<file path="src/rtl/pc_fetch_unit.sv">
// pc_fetch_unit: program counter and instruction-fetch front end.
// Owns the PC, runs a req/ack fetch to a variable-latency instruction
// memory, evaluates RV64I branch conditions, defers PC loads that arrive
// while a fetch is outstanding, and rejects misaligned PC targets.
module pc_fetch_unit #(
   parameter int unsigned          XLEN        = 64,
   parameter logic [XLEN-1:0]      RESET_PC    = '0,
   parameter int unsigned          ALIGN_CHECK = 1
) (
   input  logic            clk,
   input  logic            reset,
   input  logic            fetch_start,
   output logic            imem_req,
   output logic [31:0]     imem_addr,
   input  logic            imem_ack,
   input  logic [31:0]     imem_rdata,
   output logic [31:0]     ir,
   output logic            ir_valid,
   output logic            busy,
   output logic [XLEN-1:0] pc,
   input  logic            pc_write,
   input  logic            br_en,
   input  logic [2:0]      br_cond,
   input  logic [XLEN-1:0] br_a,
   input  logic [XLEN-1:0] br_b,
   input  logic [XLEN-1:0] pc_in,
   output logic            misalign
);

   typedef enum logic {
      ST_IDLE = 1'b0,
      ST_WAIT = 1'b1
   } state_t;

   state_t            r_state;
   state_t            w_state_nxt;
   logic [XLEN-1:0]   r_pc;
   logic [XLEN-1:0]   r_pend;
   logic              r_pend_v;
   logic [31:0]       r_addr;
   logic [31:0]       r_ir;
   logic              r_ir_valid;
   logic              r_misalign;

   logic              w_cond;
   logic              w_take;
   logic              w_ld;
   logic              w_bad_tgt;
   logic              w_ld_ok;
   logic              w_accept;
   logic              w_ack_take;

   // Branch condition decode on funct3; 010/011 are not branch encodings.
   always_comb begin
      w_cond = 1'b0;
      case (br_cond)
         3'b000:  w_cond = (br_a == br_b);
         3'b001:  w_cond = (br_a != br_b);
         3'b100:  w_cond = ($signed(br_a) <  $signed(br_b));
         3'b101:  w_cond = ($signed(br_a) >= $signed(br_b));
         3'b110:  w_cond = (br_a <  br_b);
         3'b111:  w_cond = (br_a >= br_b);
         default: w_cond = 1'b0;
      endcase
   end

   // PC load qualification: any load request whose target is misaligned is dropped.
   always_comb begin
      w_take    = br_en & w_cond;
      w_ld      = pc_write | w_take;
      w_bad_tgt = (ALIGN_CHECK != 0) && (pc_in[1:0] != 2'b00);
      w_ld_ok   = w_ld & ~w_bad_tgt;
   end

   // Next-state logic for the fetch handshake.
   always_comb begin
      w_state_nxt = r_state;
      w_accept    = 1'b0;
      w_ack_take  = 1'b0;
      case (r_state)
         ST_IDLE: begin
            if (fetch_start) begin
               w_accept    = 1'b1;
               w_state_nxt = ST_WAIT;
            end
         end
         ST_WAIT: begin
            if (imem_ack) begin
               w_ack_take  = 1'b1;
               w_state_nxt = ST_IDLE;
            end
         end
         default: w_state_nxt = ST_IDLE;
      endcase
   end

   // State register; reset drops the request immediately because req is decoded from state.
   always_ff @(posedge clk or posedge reset) begin
      if (reset) r_state <= ST_IDLE;
      else       r_state <= w_state_nxt;
   end

   // Fetch address is latched at accept so a same-cycle PC load cannot move it.
   always_ff @(posedge clk or posedge reset) begin
      if (reset)         r_addr <= '0;
      else if (w_accept) r_addr <= r_pc[31:0];
   end

   // Instruction register and its valid flag.
   always_ff @(posedge clk or posedge reset) begin
      if (reset) begin
         r_ir       <= '0;
         r_ir_valid <= 1'b0;
      end else if (w_accept) begin
         r_ir_valid <= 1'b0;
      end else if (w_ack_take) begin
         r_ir       <= imem_rdata;
         r_ir_valid <= 1'b1;
      end
   end

   // PC update: direct in IDLE, deferred through the pending slot while a fetch
   // is outstanding, and applied on the ack edge (a same-cycle load wins).
   always_ff @(posedge clk or posedge reset) begin
      if (reset) begin
         r_pc     <= RESET_PC;
         r_pend   <= '0;
         r_pend_v <= 1'b0;
      end else if (r_state == ST_IDLE) begin
         if (w_ld_ok) r_pc <= pc_in;
      end else if (w_ack_take) begin
         if (w_ld_ok)       r_pc <= pc_in;
         else if (r_pend_v) r_pc <= r_pend;
         r_pend_v <= 1'b0;
      end else if (w_ld_ok) begin
         r_pend   <= pc_in;
         r_pend_v <= 1'b1;
      end
   end

   // Sticky misalignment flag, cleared only by reset.
   always_ff @(posedge clk or posedge reset) begin
      if (reset)                  r_misalign <= 1'b0;
      else if (w_ld && w_bad_tgt) r_misalign <= 1'b1;
   end

   assign imem_req  = (r_state == ST_WAIT);
   assign busy      = (r_state == ST_WAIT);
   assign imem_addr = (r_state == ST_WAIT) ? r_addr : r_pc[31:0];
   assign ir        = r_ir;
   assign ir_valid  = r_ir_valid;
   assign pc        = r_pc;
   assign misalign  = r_misalign;

endmodule

</file>
<file path="config.mk">
export PLATFORM = sky130hd
export DESIGN_NAME = pc_fetch_unit
export DESIGN_NICKNAME = d
export VERILOG_FILES = /design/src/rtl/pc_fetch_unit.sv
export SDC_FILE = /design/constraint.sdc
export NUM_CORES = 1
export LEC_CHECK = 0
export BUFFER_PORTS_ARGS = -buffer_cell sky130_fd_sc_hd__buf_2
export CAP_MARGIN = 40
export CORE_UTILIZATION = 50
export CTS_CLUSTER_SIZE = 16
export DETAILED_ROUTE_END_ITERATION = 6
export GPL_TIMING_DRIVEN = 0
export PLACE_DENSITY = 0.78
export SETUP_SLACK_MARGIN = 0.05
export SLEW_MARGIN = 5
export SYNTH_ARGS = -nofsm -noshare
export SYNTH_HDL_FRONTEND = slang
export SYNTH_SLANG_ARGS = --single-unit
</file>
<file path="constraint.sdc">
create_clock -name clk -period 7.2 [get_ports clk]
set_input_delay 1.08 -clock clk [delete_from_list [all_inputs] [get_ports clk]]
set_output_delay 1.08 -clock clk [all_outputs]
set_load 0.01 [all_outputs]
</file>
==> summary.txt, run 1 <==
Critical path
  – WP data required: 7.52 ns
  – Reg2reg path depth: 5
  – CP endpoint kind: register
  – Setup slack, reg-to-reg: 4.58 ns
  – Crit Path Max Fanout: 10
  – Worst r2r dst: r_addr[15]
  – FF-to-FF Start: busy
  – Worst setup path end: pc[9]
  – Startpoint Class: input port
  – WS Path Type: input port to register
  – Worst Setup SP: br_a[14]
  – WP data arrival: 4.67 ns

Synth
  – Adder-Cell Fraction of Synth Area: 0.07986
  – Post-Syn Nets: 1,164
  – Async S/R FF share, synth: 1.000
  – Mux cell area share after synthesis: 0.1774
  – Mean Syn Cell Area: 11.57 um2
  – Seq/Total Area, Yosys: 0.4891
  – Flops & latches, synth: 196
  – Post-synth EDFFs: 0
  – Syn Std Cell Area: 10,030 um2
  – Xor/xnor share of the synthesized area: 0
  – Compound-cell area share of the yosys netlist: 0.1343
  – Synth top area cells: dfrtp_1 (49%), mux2_2 (11%), ha_1 (8.0%), mux2_1 (7.0%), a221o_1 (6.3%)
  – Cell taking the most area after synthesis: dfrtp_1
  – Distinct cells, synth: 46
  – YS warnings: 0
  – Post-synth top area share: 0.4891
  – Synth Area in Simple Gates: 0.06414
  – Largest family of logic cells by synthesized area: multiplexers
  – Cells after synthesis: 867
  – Post-synth top flop: dfrtp_1

Floorplanning
  – Initial Util: 0.5118
  – # IOs: 365
  – Chip width: 143.6 um
  – Row Count: 51
  – Die Area: 20,620 um2
  – Core Box Area: 19,590 um2
  – Die H: 143.6 um

Drt
  – Routed WL: 28.14 mm
  – Post-DRT Antenna Nets: 0
  – Drt first pass iters: 5
  – DRT iter0 DRCs: 458
  – Total vias in the final route: 8,419
  – DRC errors left: 0
  – WL per Instance: 18.38 um
  – Via/cell ratio: 5.499

GRT
  – Largest net degree at the start of global routing: 112
  – Antenna violations before repair: 2
  – Vias in the first global route: 8,044
  – Gr usage total: 0.2755
  – Congestion Overflow GR: 0
  – First-pass GRT wire length: 42.45 mm

Placement
  – Post-Place Cell Area: 12,220 um2
  – HPWL Detailed: 21.30 mm
  – Dpl ws: 2.482 ns
  – GPL Wtd Cong: 0.9415
  – I/O Buffers: 364

Clock network
  – CTS Sinks: 196
  – Hold buffers post-CTS: 0
  – CTS Root Cell: clkbuf_16
  – Deepest clock path buffer count: 2
  – CTS Buf Count: 17
  – Postcts setup bufs: 0
  – CTS resizes: 0
  – Clock Pin Slew Worst Setup and Hold Paths: 0.08 ns
  – CTS tree: built
  – CTS HTree Levels: 4
  – Worst skew pair latency: 0.43 ns

Timing
  – Normalized max-slew margin: 0.4896
  – RSZ-0062 raised after global routing: no
  – Min Tclk post-route: 4.352 ns
  – Worst slew pin tran: 0.7656 ns
  – Fin crit share: 0.6044
  – Clk_skew: 0.01006 ns
  – Setup violations, final: 0
  – Fmax: 229.8 MHz
  – Slack of the critical path: 2.848 ns
  – Endpoints failing hold: 0
  – Max Slew Vio Count: 0

Power and ir drop
  – Pwr dens: 306.4 nW/um2
  – Leakage: 6.708 nW
  – Maximum VDD drop: 0.0002167 V

Layout
  – Share of layout cells above drive strength 1: 0.4130
  – Most frequent cells in the layout: buf_2 (371), dfrtp_1 (196), mux2_2 (96)
  – Filler cell count: 1,564
  – Register area: 4905 um2
  – Synth-to-Final Area Change: 28.08%
  – Multi-input logic area: 4569 um2
  – Cell area after layout: 12,840 um2
  – Commonest non-fill, non-tap cell in the layout: buf_2
  – Nets@finish: 1,548

Worst hold path
  – Hold crit path type: register to register
  – Hold path start: misalign

Run status
  – Outcome: finished clean

Job
  – Max_cap viols: 0
==> synthesized netlist by cell type (all sizes together), types with 3 or more instances <==
master,number
ha,64
inv,71
or3,3
clkbuf,24
nand2,80
o21ai,10
nor3,7
nor2,8
and2,3
nand4,19
a221oi,4
mux2,158
a221o,63
a21o,6
a21oi,89
nand3,9
dfrtp,196
buf,28
==> metal layers <==
layer	part of all wire	global-route usage
met3	0.083	0.07864
met1	0.40	0.3304
met2	0.48	0.4489
met5	0	0
met4	0.044	0.1473
==> power breakdown <==
| group | total, mW | switching [mW] | internal, mW |
|---|---|---|---|
| Clock | 0.959 | 0.474 | 0.485 |
| Combinational | 1.25 | 0.615 | 0.633 |
| Sequential | 1.73 | 0.244 | 1.48 |
==> worst max-delay path, stage by stage <==
cell	delay [ns]
buf_2	0.10
ha_1	0.29
nand4_1	0.18
nor4_1	0.66
nand3b_1	0.14
o31ai_1	0.36
or3_1	0.17
a21o_1	0.23
clkbuf_1	0.48
clkbuf_1	0.48
a21oi_1	0.18
a221o_1	0.32
==> cell type report <==
type                            instances  share of cell area
Antenna cell                            2           0.0003897
Sequential cell                       196              0.3819
Multi-Input combinational cell        547              0.3558
Buffer                                 52             0.02202
Timing Repair Buffer                  365              0.1440
Tap cell                              265             0.02582
Clock buffer                           18             0.03420
Inverter                               72             0.02163
Clock inverter                         14             0.01422
==> cells by family (layout without fill, tap and decap cells) <==
family	Yosys count	count (layout)
mux	158	158
other cells	0	2
compound gates	187	187
buf+inv	124	521
flops	196	196
fa+ha+maj	64	64
simple gates	138	138
==> flip-flops by register name, summed over array words and instances, names as in the netlist <==
| name | cells |
|---|---|
| ir_valid | 1 |
| ir | 32 |
| r_pend_v | 1 |
| misalign | 1 |
| pc | 64 |
| busy | 1 |
| r_pend | 64 |
| r_addr | 32 |
==> stage by stage <==
step,util,std cells,setup TNS (ns),hold slack (ns),power [mW]
after detailed placement,0.6236,1497,0,0.4666,2.979
after global routing,0.6556,1531,0,0.5074,4.179
after floorplan,-,867,0,0.4536,2.444
after global placement,0.6218,1496,-251.37,0.4548,2.919
after CTS,0.6553,1529,0,0.4883,3.963
final,0.6556,1531,0,0.4837,3.934
==> worst min-delay path by stage <==
stage	to	slack [ns]	cells past startpoint
2_1_floorplan	r_pend[0]	0.45	1
3_3_place_gp	misalign	0.45	1
3_5_place_dp	misalign	0.47	1
4_1_cts	misalign	0.49	1
5_1_grt	r_pend[45]	0.51	1
6_report	misalign	0.48	1
Note: power is estimated with default switching activity, not from simulation.
==> run 2, diff against run 1 <==
--- a/config.mk
+++ b/config.mk
@@ -7,11 +7,11 @@
 export LEC_CHECK = 0
 export BUFFER_PORTS_ARGS = -buffer_cell sky130_fd_sc_hd__buf_2
 export CAP_MARGIN = 40
-export CORE_UTILIZATION = 50
+export CORE_UTILIZATION = 45
 export CTS_CLUSTER_SIZE = 16
 export DETAILED_ROUTE_END_ITERATION = 6
 export GPL_TIMING_DRIVEN = 0
-export PLACE_DENSITY = 0.78
+export PLACE_DENSITY = 0.74
 export SETUP_SLACK_MARGIN = 0.05
 export SLEW_MARGIN = 5
 export SYNTH_ARGS = -nofsm -noshare
==> constraint.sdc (replaced) <==
create_clock -name clk -period 3.72 [get_ports clk]
set_input_delay 0.558 -clock clk [delete_from_list [all_inputs] [get_ports clk]]
set_output_delay 0.558 -clock clk [all_outputs]
set_load 0.01 [all_outputs]
==> summary.txt, run 2 (synthesized netlist as in run 1, its figures left out) <==
Layout
  – Multi-input logic area: 4603 um2 (+0.74%)
  – Nets@finish: 1,552 (+0.26%)
  – Share of layout cells above drive strength 1: 0.4211 (+0.008161)
  – Register area: 4905 um2 (unchanged)
  – Final core occ: 0.5941 (-0.06147)
  – Commonest non-fill, non-tap cell in the layout: buf_2
  – Final cell count without fillers: 1,551 (+1.3%)
  – Filler cell count: 1,854 (+19%)
  – Most frequent cells in the layout: buf_2 (371), dfrtp_1 (196), mux2_2 (96)
  – Synth-to-Final Area Change: 29.30%

Drt
  – DRT iter0 DRCs: 317 (-31%)
  – Drt first pass iters: 5 (unchanged)
  – Via/cell ratio: 5.384 (-2.1%)
  – Routed WL: 27.73 mm (-1.4%)
  – Total vias in the final route: 8,351 (-0.81%)
  – WL per Instance: 17.88 um (-2.7%)
  – Post-DRT Antenna Nets: 0 (unchanged)
  – DRC errors left: 0 (unchanged)

Timing
  – Worst slew pin tran: 0.7367 ns (-0.02882 ns)
  – Slack of the critical path: 0.2858 ns (-2.563 ns)
  – Endpoints failing hold: 0 (unchanged)
  – Setup TNS Final: 0 ns (unchanged)
  – Max Slew Vio Count: 0 (unchanged)
  – Normalized max-slew margin: 0.5088 (+0.01921)
  – Setup violations, final: 0 (unchanged)
  – Fmax: 291.2 MHz
  – RSZ-0062 raised after global routing: no
  – Fin crit share: 0.9232
  – Clk_skew: 0.008705 ns (-0.001356 ns)
  – Min Tclk post-route: 3.434 ns

GRT
  – Vias in the first global route: 8,073 (+0.36%)
  – Gr usage total: 0.2429 (-0.03260)
  – Largest net degree at the start of global routing: 39 (-65%)
  – First-pass GRT wire length: 42.37 mm (-0.19%)
  – Congestion Overflow GR: 0 (unchanged)
  – Antenna violations before repair: 1 (-1)

Power and ir drop
  – Sw Ratio: 0.3356 (-0.003306)
  – Maximum VDD drop: 0.0003418 V (+58%)
  – Comb pwr share: 0.316 (about the same)
  – Pwr dens: 585.2 nW/um2 (+91%)
  – Register share of total power: 0.436 (-0.003)
  – Tot Pwr: 7.587 mW (+93%)
  – Leakage: 6.750 nW (+0.63%)
  – P_int: 5.041 mW (+94%)
  – Sw power: 2.547 mW (+91%)
  – Clock share of power: 0.248 (+0.004)

Clock network
  – Hold buffers post-CTS: 0 (unchanged)
  – Deepest clock path buffer count: 2 (unchanged)
  – CTS Root Cell: clkbuf_16
  – Postcts setup bufs: 0 (unchanged)
  – Clock Pin Slew Worst Setup and Hold Paths: 0.08 ns (about the same)
  – Worst skew pair latency: 0.43 ns (about the same)
  – CTS tree: built
  – CTS resizes: 3 (+3)
  – CTS Sinks: 196 (unchanged)
  – CTS Buf Count: 17 (unchanged)
  – CTS HTree Levels: 4 (unchanged)

Floorplanning
  – Core Box Area: 21,820 um2 (+11%)
  – Chip width: 151.3 um (+5.3%)
  – Initial Util: 0.4595 (-0.05238)
  – # IOs: 365 (unchanged)
  – Die Area: 22,880 um2 (+11%)
  – Die H: 151.3 um (+5.3%)
  – Row Count: 54 (+5.9%)

Critical path
  – CP endpoint kind: register
  – WS Path Type: input port to register
  – WP data arrival: 3.74 ns (-0.93 ns)
  – Crit-path cells: buf_2, inv_1, ha_1, nand4_1, nor3_1, nand3_1, o311a_1, nor3_2, a311oi_2, nand3b_1, buf_4, buf_2, mux2_1
  – Crit Path Max Fanout: 10 (unchanged)
  – Critical path's largest stage delay: 0.41 ns (-0.25 ns)
  – Critical path's most frequent cell: buf_2
  – Startpoint Class: input port
  – CP max-delay cell: o311a_1
  – WP data required: 4.03 ns (-3.49 ns)

Placement
  – I/O Buffers: 364 (unchanged)
  – Dpl ws: -0.5705 ns (-3.053 ns)
  – HPWL Detailed: 21.43 mm (+0.61%)
  – GPL Wtd Cong: 0.9308 (-1.1%)
  – Inst Count DP: 1,516 (+1.3%)

Job
  – Max_cap viols: 0 (unchanged)

Run status
  – Outcome: finished clean

Worst hold path
  – Hold crit path type: input port to asynchronous set/reset pin
-- run 2: metrics by stage --
step	hold WS, ns	cell area (um2)
detailed placement	0.4606	12300
floorplan	0.4536	10030
global placement	0.4608	12200
CTS	0.2377	12930
global route	0.2603	12960
finish	0.2365	12960
-- run 2: critical path, delay by kind of cell --
kind | cells | cell delay (ns)
mux | 1 | 0.36
simple gates | 5 | 1.24
fa+ha+maj | 1 | 0.31
compound gates | 2 | 0.65
buf+inv | 4 | 0.62
-- run 2: metal layers --
metal / share of wire / wire [um] / global-route usage / vias up
met2: 0.50 / 13960 / 0.4212 / 282
met5: 0 / 0 / 0 / -
met1: 0.41 / 11240 / 0.2918 / 4072
met4: 0.020 / 550 / 0.07900 / 0
met3: 0.071 / 1979 / 0.06265 / 40
li1: - / - / - / 3957
-- run 2: final cells by class --
cell class	instances	area share
clock inverters	14	0.01351
well taps	280	0.02702
plain buffers	52	0.02229
flip-flops and latches	196	0.3783
multi-input cells	547	0.3550
diodes	3	0.0005790
repair buffers	369	0.1482
inverters	72	0.02113
clock buffers	18	0.03387
-- run 2: power by group through the flow --
stage	combinational, mW	sequential (mW)	clock [mW]
after floorplan	1.32	3.41	0
after global routing	2.66	3.41	2.01
after global placement	2.34	3.31	0
after CTS	2.43	3.30	1.92
after detailed placement	2.41	3.34	0
final	2.40	3.31	1.88
-- run 2: final timing paths --
check                                from          to  slack [ns]  depth (start not counted)
max                              br_b[47]   r_pend[7]        0.29                         13
min                                 reset      ir[10]        0.24                          2
max reg2reg                          busy   r_addr[3]        1.18                          5
min reg2reg                      misalign    misalign        0.47                          1
max in group asynchronous           reset  r_pend[44]        2.38                          5
min in group clk           imem_rdata[31]      ir[31]        0.35                          2
==> run 3, diff against run 2 <==
--- a/config.mk
+++ b/config.mk
@@ -7,11 +7,11 @@
 export LEC_CHECK = 0
 export BUFFER_PORTS_ARGS = -buffer_cell sky130_fd_sc_hd__buf_2
 export CAP_MARGIN = 40
-export CORE_UTILIZATION = 45
+export CORE_UTILIZATION = 35
 export CTS_CLUSTER_SIZE = 16
 export DETAILED_ROUTE_END_ITERATION = 6
 export GPL_TIMING_DRIVEN = 0
-export PLACE_DENSITY = 0.74
+export PLACE_DENSITY = 0.59
 export SETUP_SLACK_MARGIN = 0.05
 export SLEW_MARGIN = 5
 export SYNTH_ARGS = -nofsm -noshare
==> summary.txt, run 3 (synthesized netlist as in run 1, its figures left out) <==
Drt
  – WL per Instance: 17.59 um (-1.6%)
  – DRC errors left: 0 (unchanged)
  – Via/cell ratio: 4.969 (-7.7%)
  – Routed WL: 29.08 mm (+4.9%)
  – Drt first pass iters: 5 (unchanged)
  – Post-DRT Antenna Nets: 0 (unchanged)
  – DRT iter0 DRCs: 322 (+1.6%)
  – Total vias in the final route: 8,214 (-1.6%)

Placement
  – Dpl ws: -0.6975 ns (-0.1269 ns)
  – I/O Buffers: 364 (unchanged)
  – HPWL Detailed: 22.71 mm (+6.0%)
  – GPL Wtd Cong: 0.8250 (-11%)
  – Inst Count DP: 1,616 (+6.6%)
  – Post-Place Cell Area: 12,470 um2 (+1.4%)

Critical path
  – WS Path Type: input port to register
  – Startpoint Class: input port
  – Setup slack, reg-to-reg: 1.00 ns (-0.18 ns)
  – CP endpoint kind: register
  – WP data arrival: 3.79 ns (+0.05 ns)
  – Crit Path Max Fanout: 10 (unchanged)
  – WP data required: 4.04 ns (about the same)

GRT
  – Congestion Overflow GR: 0 (unchanged)
  – Largest net degree at the start of global routing: 37 (-5.1%)
  – First-pass GRT wire length: 44.79 mm (+5.7%)
  – Antenna violations before repair: 4 (+3)
  – Gr usage total: 0.2002 (-0.04269)
  – Vias in the first global route: 8,251 (+2.2%)

Job
  – Max_cap viols: 0 (unchanged)

Timing
  – Clk_skew: 0.01376 ns (+0.005057 ns)
  – Fmax: 287.4 MHz (-1.3%)
  – Fin crit share: 0.9352 (+0.01204)
  – Min Tclk post-route: 3.479 ns (+0.04479 ns)
  – Setup violations, final: 0 (unchanged)
  – Max Slew Vio Count: 0 (unchanged)
  – RSZ-0062 raised after global routing: no
  – Endpoints failing hold: 0 (unchanged)
  – Slack of the critical path: 0.2411 ns (-0.04479 ns)
  – Normalized max-slew margin: 0.4613 (-0.04758)
  – Worst slew pin tran: 0.8081 ns (+0.07137 ns)

Power and ir drop
  – Maximum VDD drop: 0.0002432 V (-29%)
  – Tot Pwr: 7.634 mW (+0.61%)
  – Pwr dens: 580.0 nW/um2 (-0.89%)
  – Leakage: 6.809 nW (+0.88%)

Layout
  – Filler cell count: 2,724 (+47%)
  – Most frequent cells in the layout: buf_2 (370), dfrtp_1 (196), mux2_2 (96)
  – Share of layout cells above drive strength 1: 0.4253 (+0.004179)
  – Cell area after layout: 13,160 um2 (+1.5%)
  – Final cell count without fillers: 1,653 (+6.6%)
  – Multi-input logic area: 4611 um2 (+0.16%)
  – Register area: 4905 um2 (unchanged)
  – Synth-to-Final Area Change: 31.26%
  – Nets@finish: 1,556 (+0.26%)
  – Commonest non-fill, non-tap cell in the layout: buf_2

Clock network
  – CTS HTree Levels: 4 (unchanged)
  – CTS tree: built
  – Worst skew pair latency: 0.44 ns (about the same)
  – CTS Buf Count: 17 (unchanged)
  – CTS Sinks: 196 (unchanged)
  – Deepest clock path buffer count: 2 (unchanged)
  – Clock Pin Slew Worst Setup and Hold Paths: 0.09 ns (about the same)
  – CTS Root Cell: clkbuf_16

Floorplanning
  – Die Area: 29,330 um2 (+28%)
  – Core Box Area: 28,010 um2 (+28%)
  – Row Count: 61 (+13%)
  – # IOs: 365 (unchanged)
  – Die H: 171.3 um (+13%)
  – Initial Util: 0.3580 (-0.1015)
  – Chip width: 171.3 um (+13%)

Worst hold path
  – Hold crit path type: input port to asynchronous set/reset pin

Run status
  – Outcome: finished clean
[run 3: per-layer routing]
layer / up-vias / part of all wire / track usage / wire (um)
met1: 3983 / 0.42 / 0.2479 / 12350
met5: - / 0.00045 / 0 / 13
met3: 32 / 0.062 / 0.04602 / 1800
met4: 2 / 0.015 / 0.05862 / 448
met2: 255 / 0.50 / 0.3461 / 14470
li1: 3942 / - / - / -
[run 3: area by class of cell]
type                            count  area share
Antenna cell                        3   0.0005704
Buffer                             52     0.02244
Clock buffer                       18     0.03261
Clock inverter                     14     0.01397
Inverter                           72     0.02082
Multi-Input combinational cell    547      0.3503
Sequential cell                   196      0.3727
Tap cell                          378     0.03593
Timing Repair Buffer              373      0.1507
[run 3: metrics by stage]
stage / hold WS [ns] / utilization / setup TNS, ns
floorplan: 0.4536 / - / 0
global placement: 0.4706 / 0.4400 / -182.72
detailed placement: 0.4716 / 0.4453 / -57.50
CTS: 0.1995 / 0.4679 / 0
global route: 0.2317 / 0.4698 / 0
finish: 0.1984 / 0.4699 / 0
[run 3: power breakdown]
group / total (mW) / switching [mW] / internal, mW / leakage (nW)
clock network: 1.91 / 0.935 / 0.976 / 0.298
logic: 2.41 / 1.17 / 1.24 / 4.09
registers: 3.31 / 0.438 / 2.87 / 2.42
[run 3: worst paths after layout]
check	from	to	cells after the start
max reg2reg	busy	r_addr[27]	5
min reg2reg	r_pend[18]	pc[18]	1
min in group clk	pc_in[55]	r_pend[55]	2
max in group asynchronous	reset	pc[44]	6
min	reset	ir[12]	2
max	br_b[50]	r_pend[8]	13
[run 3: what timing repair did]
item                                    4_1_cts  5_1_grt
endpoints found under the setup margin       64      123
gates resized for setup                       4       17
pin swaps                                     0        2
hold buffers                                  0        0
buffers inserted                              0        2
[run 3: critical path, cell delays in order]
cell and delay, ns:
buf_2 0.08, inv_1 0.03, ha_1 0.30, nand4_1 0.21, nor3_2 0.31, nand3_1 0.22
o311a_1 0.44, or3_1 0.39, a21o_1 0.27, nand3b_1 0.12, buf_4 0.22, clkbuf_4 0.27
mux2_1 0.35
